### config.mk
export PLATFORM = sky130hd
export DESIGN_NAME = iir_filter_bank_flat
export DESIGN_NICKNAME = d
export VERILOG_FILES = /design/src/rtl/iir_filter_bank_pkg.sv /design/src/rtl/iir_filter_bank_if.sv /design/src/rtl/iir_filter_bank_mac.sv /design/src/rtl/iir_filter_bank.sv /design/src/flat_wrapper.sv
export SDC_FILE = /design/constraint.sdc
export NUM_CORES = 2
export LEC_CHECK = 0
export ABC_AREA = 1
export BUFFER_PORTS_ARGS = -buffer_cell sky130_fd_sc_hd__buf_4
export CAP_MARGIN = 5
export CORE_UTILIZATION = 45
export DETAILED_ROUTE_END_ITERATION = 8
export PLACE_DENSITY = 0.72
export SLEW_MARGIN = 20
export SYNTH_ARGS = -nofsm -noshare
export SYNTH_HDL_FRONTEND = slang
export SYNTH_SLANG_ARGS = --single-unit
### constraint.sdc
create_clock -name clk -period 11 [get_ports clk]
set_input_delay 0.55 -clock clk [delete_from_list [all_inputs] [get_ports clk]]
set_output_delay 0.55 -clock clk [all_outputs]
set_load 0.05 [all_outputs]
### src/rtl/iir_filter_bank_pkg.sv
// Shared types and helpers for the time-multiplexed IIR filter bank.
// Coefficients arrive in sign-magnitude and are converted to two's complement here.
package iir_pkg;

  typedef enum logic [1:0] {
    IDLE   = 2'd0,
    MAC    = 2'd1,
    COMMIT = 2'd2,
    OUT    = 2'd3
  } state_e;

  // Step order inside MAC matches the coefficient selector encoding.
  typedef enum logic [1:0] {
    B0 = 2'd0,
    B1 = 2'd1,
    A1 = 2'd2
  } coef_sel_e;

  // Two guard bits over the full product width, so three accumulated products cannot overflow.
  function automatic int acc_w(input int data_w);
    return 2 * data_w + 2;
  endfunction

  // Width-generic up to 32 bits; negative zero naturally maps to zero.
  function automatic logic [31:0] sm_to_tc(input logic [31:0] sm, input int width);
    logic [31:0] mag;
    mag = sm & ((32'd1 << (width - 1)) - 32'd1);
    if (sm[width - 1]) begin
      return 32'd0 - mag;
    end else begin
      return mag;
    end
  endfunction

endpackage

### src/rtl/iir_filter_bank_if.sv
// Sample, coefficient and result handshake bundle of the IIR filter bank.
interface iir_filter_bank_if #(
  parameter int DATA_W = 16,
  parameter int N_CH   = 2,
  parameter int CH_W   = (N_CH > 1) ? $clog2(N_CH) : 1
);
  logic                     in_valid;
  logic                     in_ready;
  logic [DATA_W-1:0]        in_data;
  logic                     cfg_we;
  logic [CH_W-1:0]          cfg_ch;
  logic [1:0]               cfg_sel;
  logic [DATA_W-1:0]        cfg_data;
  logic                     out_valid;
  logic                     out_ready;
  logic [N_CH*DATA_W-1:0]   out_data;
  logic [N_CH-1:0]          out_sat;

  modport master (
    output in_valid, in_data, cfg_we, cfg_ch, cfg_sel, cfg_data, out_ready,
    input  in_ready, out_valid, out_data, out_sat
  );

  modport slave (
    input  in_valid, in_data, cfg_we, cfg_ch, cfg_sel, cfg_data, out_ready,
    output in_ready, out_valid, out_data, out_sat
  );
endinterface

### src/rtl/iir_filter_bank_mac.sv
// Shared multiply-accumulate unit: one product per enabled cycle, then round half up and saturate.
module iir_mac
  import iir_pkg::*;
#(
  parameter int DATA_W = 16,
  parameter int FRAC_W = 8
) (
  input  logic              clk,
  input  logic              rst,
  input  logic [DATA_W-1:0] sample_i,
  input  logic [DATA_W-1:0] coef_i,
  input  logic              clear_i,
  input  logic              en_i,
  output logic [DATA_W-1:0] result_o,
  output logic              sat_o
);
  localparam int ACC_W = acc_w(DATA_W);
  localparam logic signed [ACC_W-1:0] HALF_C = ACC_W'(1) <<< (FRAC_W - 1);
  localparam logic signed [ACC_W-1:0] MAX_C  = ACC_W'((64'sd1 <<< (DATA_W - 1)) - 64'sd1);
  localparam logic signed [ACC_W-1:0] MIN_C  = ~MAX_C;

  logic [31:0]                coef_full_s;
  logic signed [DATA_W-1:0]   coef_tc_s;
  logic                       unused_coef_s;
  logic signed [2*DATA_W-1:0] prod_s;
  logic signed [ACC_W-1:0]    acc_q;
  logic signed [ACC_W-1:0]    sum_s;
  logic signed [ACC_W-1:0]    rnd_s;

  assign coef_full_s   = sm_to_tc(32'(coef_i), DATA_W);
  assign coef_tc_s     = coef_full_s[DATA_W-1:0];
  assign unused_coef_s = ^coef_full_s[31:DATA_W];
  assign prod_s        = (2*DATA_W)'($signed(sample_i)) * (2*DATA_W)'(coef_tc_s);

  // Clear restarts the sum with the current product rather than zero.
  always_ff @(posedge clk or posedge rst) begin
    if (rst) begin
      acc_q <= '0;
    end else if (en_i) begin
      acc_q <= (clear_i ? '0 : acc_q) + ACC_W'(prod_s);
    end else begin
      acc_q <= acc_q;
    end
  end

  assign sum_s = acc_q + HALF_C;
  assign rnd_s = sum_s >>> FRAC_W;

  always_comb begin
    if (rnd_s > MAX_C) begin
      result_o = MAX_C[DATA_W-1:0];
      sat_o    = 1'b1;
    end else if (rnd_s < MIN_C) begin
      result_o = MIN_C[DATA_W-1:0];
      sat_o    = 1'b1;
    end else begin
      result_o = rnd_s[DATA_W-1:0];
      sat_o    = 1'b0;
    end
  end

endmodule

### src/rtl/iir_filter_bank.sv
// Multi-channel first-order IIR filter bank sharing one MAC across all channels.
// Each channel costs three MAC cycles plus one commit cycle per accepted sample.
module iir_filter_bank
  import iir_pkg::*;
#(
  parameter int DATA_W = 16,
  parameter int FRAC_W = 8,
  parameter int N_CH   = 2
) (
  input logic              clk,
  input logic              rst,
  iir_filter_bank_if.slave bus
);
  localparam int CH_W = (N_CH > 1) ? $clog2(N_CH) : 1;
  localparam logic [1:0] S_IDLE   = IDLE;
  localparam logic [1:0] S_MAC    = MAC;
  localparam logic [1:0] S_COMMIT = COMMIT;
  localparam logic [1:0] S_OUT    = OUT;

  logic [1:0]             state_q, state_d;
  logic [CH_W-1:0]        ch_q, ch_d;
  logic [1:0]             step_q, step_d;
  logic                   in_ready_q, out_valid_q;
  logic [DATA_W-1:0]      x_q;
  logic [N_CH*DATA_W-1:0] out_data_q;
  logic [N_CH-1:0]        out_sat_q;
  logic [DATA_W-1:0]      shadow_q [N_CH][3];
  logic [DATA_W-1:0]      active_q [N_CH][3];
  logic [DATA_W-1:0]      x1_q [N_CH];
  logic [DATA_W-1:0]      y1_q [N_CH];

  logic                   accept_s, cfg_hit_s, mac_en_s, mac_clr_s, mac_sat_s;
  logic [DATA_W-1:0]      mac_sample_s, mac_coef_s, mac_res_s;

  // in_ready_q is only high in IDLE, and stays low in the first cycle after reset release.
  assign accept_s  = in_ready_q && bus.in_valid;
  assign cfg_hit_s = bus.cfg_we && (bus.cfg_sel != 2'd3) && (int'(bus.cfg_ch) < N_CH);
  assign mac_en_s  = (state_q == S_MAC);
  assign mac_clr_s = (step_q == 2'd0);

  always_comb begin
    state_d = state_q;
    ch_d    = ch_q;
    step_d  = step_q;
    case (state_q)
      S_IDLE: begin
        if (accept_s) begin
          state_d = S_MAC;
          ch_d    = '0;
          step_d  = 2'd0;
        end else begin
          state_d = S_IDLE;
        end
      end
      S_MAC: begin
        if (step_q == 2'd2) begin
          state_d = S_COMMIT;
          step_d  = 2'd0;
        end else begin
          step_d  = step_q + 2'd1;
        end
      end
      S_COMMIT: begin
        if (ch_q == CH_W'(N_CH - 1)) begin
          state_d = S_OUT;
        end else begin
          state_d = S_MAC;
          ch_d    = ch_q + CH_W'(1);
        end
      end
      S_OUT: begin
        if (bus.out_ready) begin
          state_d = S_IDLE;
        end else begin
          state_d = S_OUT;
        end
      end
      default: state_d = S_IDLE;
    endcase
  end

  always_ff @(posedge clk or posedge rst) begin
    if (rst) begin
      state_q     <= S_IDLE;
      ch_q        <= '0;
      step_q      <= 2'd0;
      in_ready_q  <= 1'b0;
      out_valid_q <= 1'b0;
    end else begin
      state_q     <= state_d;
      ch_q        <= ch_d;
      step_q      <= step_d;
      in_ready_q  <= (state_d == S_IDLE);
      out_valid_q <= (state_d == S_OUT);
    end
  end

  // Writes always land in shadow; the accept edge snapshots the pre-write shadow into active.
  always_ff @(posedge clk or posedge rst) begin
    if (rst) begin
      for (int k = 0; k < N_CH; k++) begin
        for (int s = 0; s < 3; s++) begin
          shadow_q[k][s] <= '0;
          active_q[k][s] <= '0;
        end
      end
    end else begin
      if (cfg_hit_s) begin
        shadow_q[bus.cfg_ch][bus.cfg_sel] <= bus.cfg_data;
      end
      if (accept_s) begin
        active_q <= shadow_q;
      end
    end
  end

  always_comb begin
    mac_sample_s = x_q;
    case (step_q)
      B0:      mac_sample_s = x_q;
      B1:      mac_sample_s = x1_q[ch_q];
      A1:      mac_sample_s = y1_q[ch_q];
      default: mac_sample_s = x_q;
    endcase
  end

  assign mac_coef_s = (step_q == 2'd3) ? '0 : active_q[ch_q][step_q];

  iir_mac #(
    .DATA_W (DATA_W),
    .FRAC_W (FRAC_W)
  ) u_mac (
    .clk      (clk),
    .rst      (rst),
    .sample_i (mac_sample_s),
    .coef_i   (mac_coef_s),
    .clear_i  (mac_clr_s),
    .en_i     (mac_en_s),
    .result_o (mac_res_s),
    .sat_o    (mac_sat_s)
  );

  always_ff @(posedge clk or posedge rst) begin
    if (rst) begin
      x_q        <= '0;
      out_data_q <= '0;
      out_sat_q  <= '0;
      for (int k = 0; k < N_CH; k++) begin
        x1_q[k] <= '0;
        y1_q[k] <= '0;
      end
    end else begin
      if (accept_s) begin
        x_q <= bus.in_data;
      end
      if (state_q == S_COMMIT) begin
        out_data_q[ch_q*DATA_W +: DATA_W] <= mac_res_s;
        out_sat_q[ch_q]                   <= mac_sat_s;
        x1_q[ch_q]                        <= x_q;
        y1_q[ch_q]                        <= mac_res_s;
      end
    end
  end

  assign bus.in_ready  = in_ready_q;
  assign bus.out_valid = out_valid_q;
  assign bus.out_data  = out_data_q;
  assign bus.out_sat   = out_sat_q;

endmodule

### src/flat_wrapper.sv
// flat-port wrapper written by rule: the top's interface ports become plain ports
module iir_filter_bank_flat import iir_pkg::*;
#(
  parameter int DATA_W = 16,
  parameter int FRAC_W = 8,
  parameter int N_CH   = 2
)
  (clk, rst, bus_in_valid, bus_in_data, bus_cfg_we, bus_cfg_ch, bus_cfg_sel, bus_cfg_data, bus_out_ready, bus_in_ready, bus_out_valid, bus_out_data, bus_out_sat);
  iir_filter_bank_if #(.DATA_W(DATA_W), .N_CH(N_CH)) bus_i ();
  input logic clk;
  input logic rst;
  input wire logic [$bits(bus_i.in_valid)-1:0] bus_in_valid;
  input wire logic [$bits(bus_i.in_data)-1:0] bus_in_data;
  input wire logic [$bits(bus_i.cfg_we)-1:0] bus_cfg_we;
  input wire logic [$bits(bus_i.cfg_ch)-1:0] bus_cfg_ch;
  input wire logic [$bits(bus_i.cfg_sel)-1:0] bus_cfg_sel;
  input wire logic [$bits(bus_i.cfg_data)-1:0] bus_cfg_data;
  input wire logic [$bits(bus_i.out_ready)-1:0] bus_out_ready;
  output wire logic [$bits(bus_i.in_ready)-1:0] bus_in_ready;
  output wire logic [$bits(bus_i.out_valid)-1:0] bus_out_valid;
  output wire logic [$bits(bus_i.out_data)-1:0] bus_out_data;
  output wire logic [$bits(bus_i.out_sat)-1:0] bus_out_sat;
  assign bus_i.in_valid = bus_in_valid;
  assign bus_i.in_data = bus_in_data;
  assign bus_i.cfg_we = bus_cfg_we;
  assign bus_i.cfg_ch = bus_cfg_ch;
  assign bus_i.cfg_sel = bus_cfg_sel;
  assign bus_i.cfg_data = bus_cfg_data;
  assign bus_i.out_ready = bus_out_ready;
  assign bus_in_ready = bus_i.in_ready;
  assign bus_out_valid = bus_i.out_valid;
  assign bus_out_data = bus_i.out_data;
  assign bus_out_sat = bus_i.out_sat;
  iir_filter_bank #(.DATA_W(DATA_W), .FRAC_W(FRAC_W), .N_CH(N_CH)) u_core (.clk(clk), .rst(rst), .bus(bus_i));
endmodule
Word level (Yosys, flattened, before mapping)
Index checks and enable logic that the tools add are counted.
Word-level totals
  output and inout bits: 36
  input bits: 40
  bits in registers: 347
  word-level logic and storage cells: 115
Operators by class
  $lt $le $gt $ge: 11
  multiplexer cells: 44
  bitwise gates (word level): 4
  $mul: 1
  equal/unequal tests: 9
  shift operators: 2
  reductions and logical operators: 13
  add/subtract/negate cells: 6
Operators by type and width (number)
  two-way mux 16 bit: 14
  two-way mux 48 bit: 4
  bitwise mux 32 bit: 3
  bitwise mux 96 bit: 1
  demux 48 bit (select 1 bit): 1
  adder 34 bit: 1
  adder 34 x 9 -> 34 bit (second input constant): 1
  two-way mux 34 bit: 1
  negator 5 -> 34 bit: 1
  variable shift 16 x 34 -> 32 bit (first input constant): 1
  variable part select 16 x 34 -> 32 bit: 1
  binary-select mux 16 bit (select 2 bit): 1
  demux 16 bit (select 2 bit): 1
  multiplier 16 x 16 -> 32 bit: 1
  case mux 16 bit (2 select lines): 1
  > comparator 26 x 16 -> 1 bit (second input constant): 1
  less-than comparator 26 x 16 -> 1 bit (second input constant): 1
  demux 16 bit (select 1 bit): 1
  subtractor 1 x 15 -> 16 bit (first input constant): 1
  == test 2 bit (second input constant): 5
  two-way mux 2 bit: 5
  case mux 2 bit (4 select lines): 1
  >= comparator 3 bit (second input constant): 2
  logical AND 1 bit: 6
  other kinds (20): 34

Depth between registers and ports, before layout
  word-level depth: 12
  gate-level depth with buffers: 55
  depth with buffers taken out: 52

Hierarchy
Synthesis repeated with hierarchy kept, for this count alone.
Second synthesis, totals
  cell total of the unflattened synthesis: 3547
  area total of the unflattened synthesis: 27860.5 sq um
Modules (own cells, without submodules)
  iir_mac: cells an instance 2014, area each 14542.7 sq um, times used 1, sequential area each 850.8 sq um
  iir_filter_bank: cells an instance 1533, area each 13317.8 sq um, times used 1, sequential area each 7832.5 sq um

Worst setup path before layout
OpenSTA, ideal clock, no wires.
  path type: register to register
  start point: register u_core.step_q[0]
  end point: register u_core.u_mac.acc_q[33]
  stages on the path, launching flop included: 42
  arrival: 8.534 ns
  required time: 10.882 ns
  buffers on the path: 3
  period minus slack after synthesis: 8.652 ns
  slack: 2.348 ns
  library setup time: 0.118 ns
  cells stage by stage: dfrtp_1 ha_1 inv_1 buf_2 nand2_4 clkbuf_1 ha_1 nand2_1 o31ai_1 or2_1 nand2_1 inv_2 buf_2 nor2_1 fa_1 fa_1 fa_1 fa_1 [6 not listed] nor2_1 inv_1 nor3_1 nand3_1 nand3_1 xor2_1 ha_1 a21oi_1 o21ai_0 nand2_1 nand3_1 o21bai_1 a21oi_1 nand2_1 nand2_1 nand3_1 nand3_1 nand2_1
On the way
  longest elaborated chain between the ends: 9
  elaborated cells on any way between the ends: 15
  those cells by class: 2 x add/sub; 1 x mul; 3 x eq/ne; 7 x mux; 1 x bitwise; 1 x reduce/logical
RTL lines
  from (decl): RTL line iir_filter_bank.sv:22  | logic [1:0] step_q, step_d;
  from (signal assigned): RTL line iir_filter_bank.sv:92  | step_q <= step_d;
  NOT 2 -> 3 bit (implied by the code): RTL line iir_filter_bank.sv:127  | assign mac_coef_s = (step_q == 2'd3) ? '0 : active_q[ch_q][step_q];
  binary-select mux 16 bit (select 2 bit): RTL line iir_filter_bank.sv:127
  two-way mux 16 bit (implied by the code) (2 in series): RTL line iir_filter_bank.sv:127
  two-way mux 16 bit: RTL line iir_filter_bank.sv:127
  subtractor 1 x 15 -> 16 bit: RTL line iir_filter_bank_pkg.sv:29  | return 32'd0 - mag;
  two-way mux 16 bit: RTL line iir_filter_bank_pkg.sv:28  | if (sm[width - 1]) begin
  multiplier 16 x 16 -> 32 bit: RTL line iir_filter_bank_mac.sv:33  | assign prod_s = (2*DATA_W)'($signed(sample_i)) * (2*DATA_W)'(coef_tc_s);
  adder 34 bit (*): RTL line iir_filter_bank_mac.sv:40  | acc_q <= (clear_i ? '0 : acc_q) + ACC_W'(prod_s);
  to (signal assigned): RTL line iir_filter_bank_mac.sv:40
  to (signal assigned): RTL line iir_filter_bank_mac.sv:42  | acc_q <= acc_q;
  to (decl): RTL line iir_filter_bank_mac.sv:26  | logic signed [ACC_W-1:0] acc_q;
Every way passes the cells marked *; elsewhere a longest branch is shown, timed or not. The select of a mux whose other input is x is not followed.
A chain may end at the register's enable or synchronous reset.

Final worst setup path
  start point: register u_core.ch_q
  end point: register u_core.u_mac.acc_q[33]
On the way
  longest elaborated chain between the ends: 12
  elaborated cells on any way between the ends: 19
  those cells by class: 2 x add/sub; 1 x mul; 15 x mux; 1 x bitwise
RTL lines
  from (decl): RTL line iir_filter_bank.sv:21  | logic [CH_W-1:0] ch_q, ch_d;
  from (signal assigned): RTL line iir_filter_bank.sv:91  | ch_q <= ch_d;
  NOT 1 -> 2 bit (implied by the code) (*): RTL line iir_filter_bank.sv:121, iir_filter_bank.sv:122, iir_filter_bank.sv:127
  two-way mux 48 bit (implied by the code) (3 in series): RTL line iir_filter_bank.sv:127
  binary-select mux 16 bit (select 2 bit): RTL line iir_filter_bank.sv:127
  two-way mux 16 bit (implied by the code) (2 in series): RTL line iir_filter_bank.sv:127
  two-way mux 16 bit: RTL line iir_filter_bank.sv:127
  subtractor 1 x 15 -> 16 bit: RTL line iir_filter_bank_pkg.sv:29
  two-way mux 16 bit: RTL line iir_filter_bank_pkg.sv:28
  multiplier 16 x 16 -> 32 bit (*): RTL line iir_filter_bank_mac.sv:33
  adder 34 bit (*): RTL line iir_filter_bank_mac.sv:40
Marked as above.

==> flow_summary.rst <==
.. list-table::
   :header-rows: 1

   * - Metric
     - Value
   * - Clk pin slew, worst setup/hold paths
     - ~0.07 ns
   * - Share of post-route cells with drive strength above 1
     - 0.06605
   * - Violation count after the first detailed-route iteration
     - 2,083
   * - Placeable Area
     - a little over 0.06 mm²
   * - Post-DP HPWL
     - about 54 mm
   * - Headroom to the max-slew limit
     - 0.2648
   * - Distinct cell type count after synthesis
     - 53
   * - Number of I/O port buffers
     - 75
   * - FF+latch count, synth
     - about 350
   * - Via count of the first global-routing pass
     - ~23,000
   * - Clock root buffer
     - clkbuf_16
   * - Skew final
     - 0.02626 ns
   * - CTS tree
     - done
   * - Die height
     - roughly 250 µm
   * - Effective utilization at floorplan
     - 0.4560
   * - Final-stage net count
     - ~3,900
   * - Overflow left after global routing
     - 0
   * - Result of the run
     - completed
   * - Net Count, Synth
     - 3,923
   * - DRC violations left
     - 0
   * - Final hold viol count
     - 0
   * - Cell accounting for the most synthesized area
     - dfrtp_1
   * - Die Area
     - about 0.062 mm²
   * - Number of clock buffers inserted by TritonCTS
     - 36
   * - TritonCTS sink count
     - between 300 and 400
   * - Sum of negative setup slack
     - 0 ns
   * - Number of antenna diodes
     - 0
   * - Relative area change from synthesis to final layout
     - 8.991%
   * - Critical Path Max Stage Delay
     - 0.64 ns
   * - Number of setup violations in the final report
     - 0
   * - Clk Latency, worst-skew pair
     - roughly 0.57 ns
   * - Number of synthesis warnings
     - 0
   * - Cell occurring most often along the worst timing path
     - nand2_1
   * - Ys flop type
     - dfrtp_1
   * - RSZ-0062 raised after global routing
     - false
   * - Average detailed-routed wire length per instance
     - about 17 µm
   * - Area fraction of the dominant cell type after synthesis
     - 0.3155
   * - Global router's overall resource usage
     - 0.2389
   * - Final cell count without fillers
     - about 4,300
   * - Tightest Hold Check Type
     - primary input to asynchronous set/reset pin
   * - Post-route setup slack
     - 0.7494 ns
   * - Deepest level of the CTS H-tree
     - 2
   * - Post-Place Cells
     - ~4,300
   * - Asr flop ratio synth
     - 1.000
   * - Quantity of hold-fixing buffers added after cts
     - 0
   * - Capturing element type of the critical path
     - flop
   * - Final Wtd Congestion
     - 0.9819
   * - Global-route wire length before repair
     - 119.2 mm
   * - Cell types occupying the most area after synthesis
     - dfrtp_1, fa_1, nand2_1
   * - Post-route minimum period
     - roughly 10 ns
   * - Place WS
     - 0.8771 ns
   * - Worst path slowest cell
     - dfrtp_4
   * - Core Rows
     - 90
   * - Critical path startpoint category
     - flop
   * - Crit Path Class
     - flop to flop
   * - Number of instances in the synthesized netlist
     - roughly 3,500
   * - Max-slew violations
     - 0
   * - Average cell area after synthesis
     - 7.867 µm²
   * - Seq/Total Area, Yosys
     - 0.3155
   * - Highest clock rate
     - approximately 98 MHz
   * - Required time at the worst-slack endpoint
     - 11.45 ns
   * - Portion of the clock cycle consumed by the worst path in the final layout
     - 0.9319
   * - Horizontal die dimension
     - approximately 250 µm
   * - Max_cap viols
     - 0
   * - Actual slew at the worst max-slew pin
     - about 1.1 ns
   * - TritonRoute pass-1 iters
     - 7
   * - Worst-path fanout max
     - 30
   * - Total via count in the routed design
     - between 20,000 and 25,000
   * - Maximum number of pins on one net before global-route repair
     - around 160
   * - Top Ports
     - 76
   * - Netlist Area Pre-Place
     - about 0.028 mm²
   * - Number of buffers on the longest clock path
     - 3
   * - Number of nets with antenna violations after detailed routing
     - 0
   * - Antenna violations before repair
     - 0
   * - Worst-case hold slack
     - 0.1927 ns
   * - Total Routed Length
     - just over 70 mm
   * - Data arrival at the endpoint of the critical path
     - between 10 and 15 ns
   * - Number of enable-type register cells in the synthesized netlist
     - 0
   * - Number of vias per cell after detailed routing
     - around 5.2
sequential cells by signal (all words and copies together) (netlist names):
register and flops:
u_core.bus.out_data 32, u_core.state_q 2, u_core.y1_q 32, u_core.step_q 2, u_core.active_q 96, u_core.x1_q 32
u_core.bus.out_valid 1, u_core.bus.in_ready 1, u_core.x_q 16, u_core.u_mac.acc_q 34, u_core.bus.out_sat 2, u_core.shadow_q 96
u_core.ch_q 1
critical path: cells and delay by family (launching register included):
kind | cells | cell delay, ns
AND/OR/NAND/NOR | 26 | 3.29
flip-flops | 1 | 0.64
XOR/XNOR | 1 | 0.20
buffers and inverters | 5 | 0.60
adder cells (fa/ha/maj) | 9 | 4.02
AO/OA/AOI/OAI | 7 | 1.36
kinds of logic after synthesis:
logic type	Yosys count	synth area share
AO/OA/AOI/OAI	529	0.1058
XOR/XNOR	64	0.02064
adder cells (fa/ha/maj)	384	0.2466
buffers and inverters	689	0.09787
flip-flops	347	0.3155
AND/OR/NAND/NOR	1486	0.2137
per-stage QoR:
step / instance area (µm²) / util
finish: 30000 / 0.4970
global route: 30000 / 0.4970
CTS: 29970 / 0.4965
detailed placement: 28760 / 0.4765
global placement: 28760 / 0.4764
floorplan: 27530 / -
placed cells by master, fill, tap and decap left out, types with 19 or more instances in the layout:
cell type / n
xnor2_1: 21
nor2_1: 287
nand2_1: 1042
inv_2: 19
o211ai_1: 28
clkbuf_16: 36
dfrtp_1: 345
o21ai_0: 305
xor2_1: 42
o21ai_1: 25
inv_1: 545
ha_1: 119
fa_1: 264
buf_4: 104
nand3_1: 84
a21oi_1: 107
Yosys cell counts (2+ instances only):
cell and number:
buf_1 3, xor2_1 42, xnor2_1 21, dfrtp_1 347
buf_4 13, or2_2 5, nand3_1 84, buf_2 23
o221ai_1 10, nand3b_1 3, a21oi_2 11, ha_1 120
clkbuf_1 80, o21bai_1 8, fa_1 264, o21ai_2 8
inv_2 19, nor3_1 17, a21oi_1 107, nand4_2 2
a21boi_0 3, o21ai_0 308, buf_6 4, o21a_1 5
nor2_2 4, nand2_4 2, o211ai_1 28, a21o_1 6
inv_1 546, o22ai_1 4, o21ai_1 22, a31oi_1 4
nand2_1 1045, o31ai_1 2, nand4_1 14, nand2_2 7
nor4_1 4, nor2_1 289
area by class of cell:
cell class                 instances  area (µm²)
inverter                         566        2135
sequential                       347        8688
timing repair buffer             106       828.3
clock buffer                      51        1047
fill                            5832       30360
tap                              782       978.4
multi-input combinational       2463       16160
clock inverter                    10       160.2
path summary, 6_finish.rpt:
path	from	to	slack [ns]	cells past startpoint
worst max-delay path	u_core.ch_q	u_core.u_mac.acc_q[33]	0.75	48
worst min-delay path	rst	u_core.active_q[38]	0.19	2
worst max register to register	u_core.ch_q	u_core.u_mac.acc_q[33]	0.75	48
worst min register to register	u_core.shadow_q[65]	u_core.active_q[65]	0.47	2
max in group asynchronous	rst	u_core.u_mac.acc_q[10]	8.58	4
min in group clk	bus_in_data[13]	u_core.x_q[13]	0.20	3
metal layers:
layer / track usage / vias up / wire length [µm]
met1: 0.3265 / 10850 / 31680
li1: - / 10840 / -
met3: 0.03929 / 125 / 5165
met5: 0 / - / 0
met2: 0.3895 / 766 / 33480
met4: 0.07319 / 0 / 2050
timing repair:
action	4_1_cts	5_1_grt
buffers inserted	0	1
endpoints found under the hold margin	0	0
resized for setup	0	1
endpoints found under the setup margin	0	2
Power is left out: the tool's default activity adds up to more than one toggle a clock period on the data nets, which glitch-free logic cannot reach.
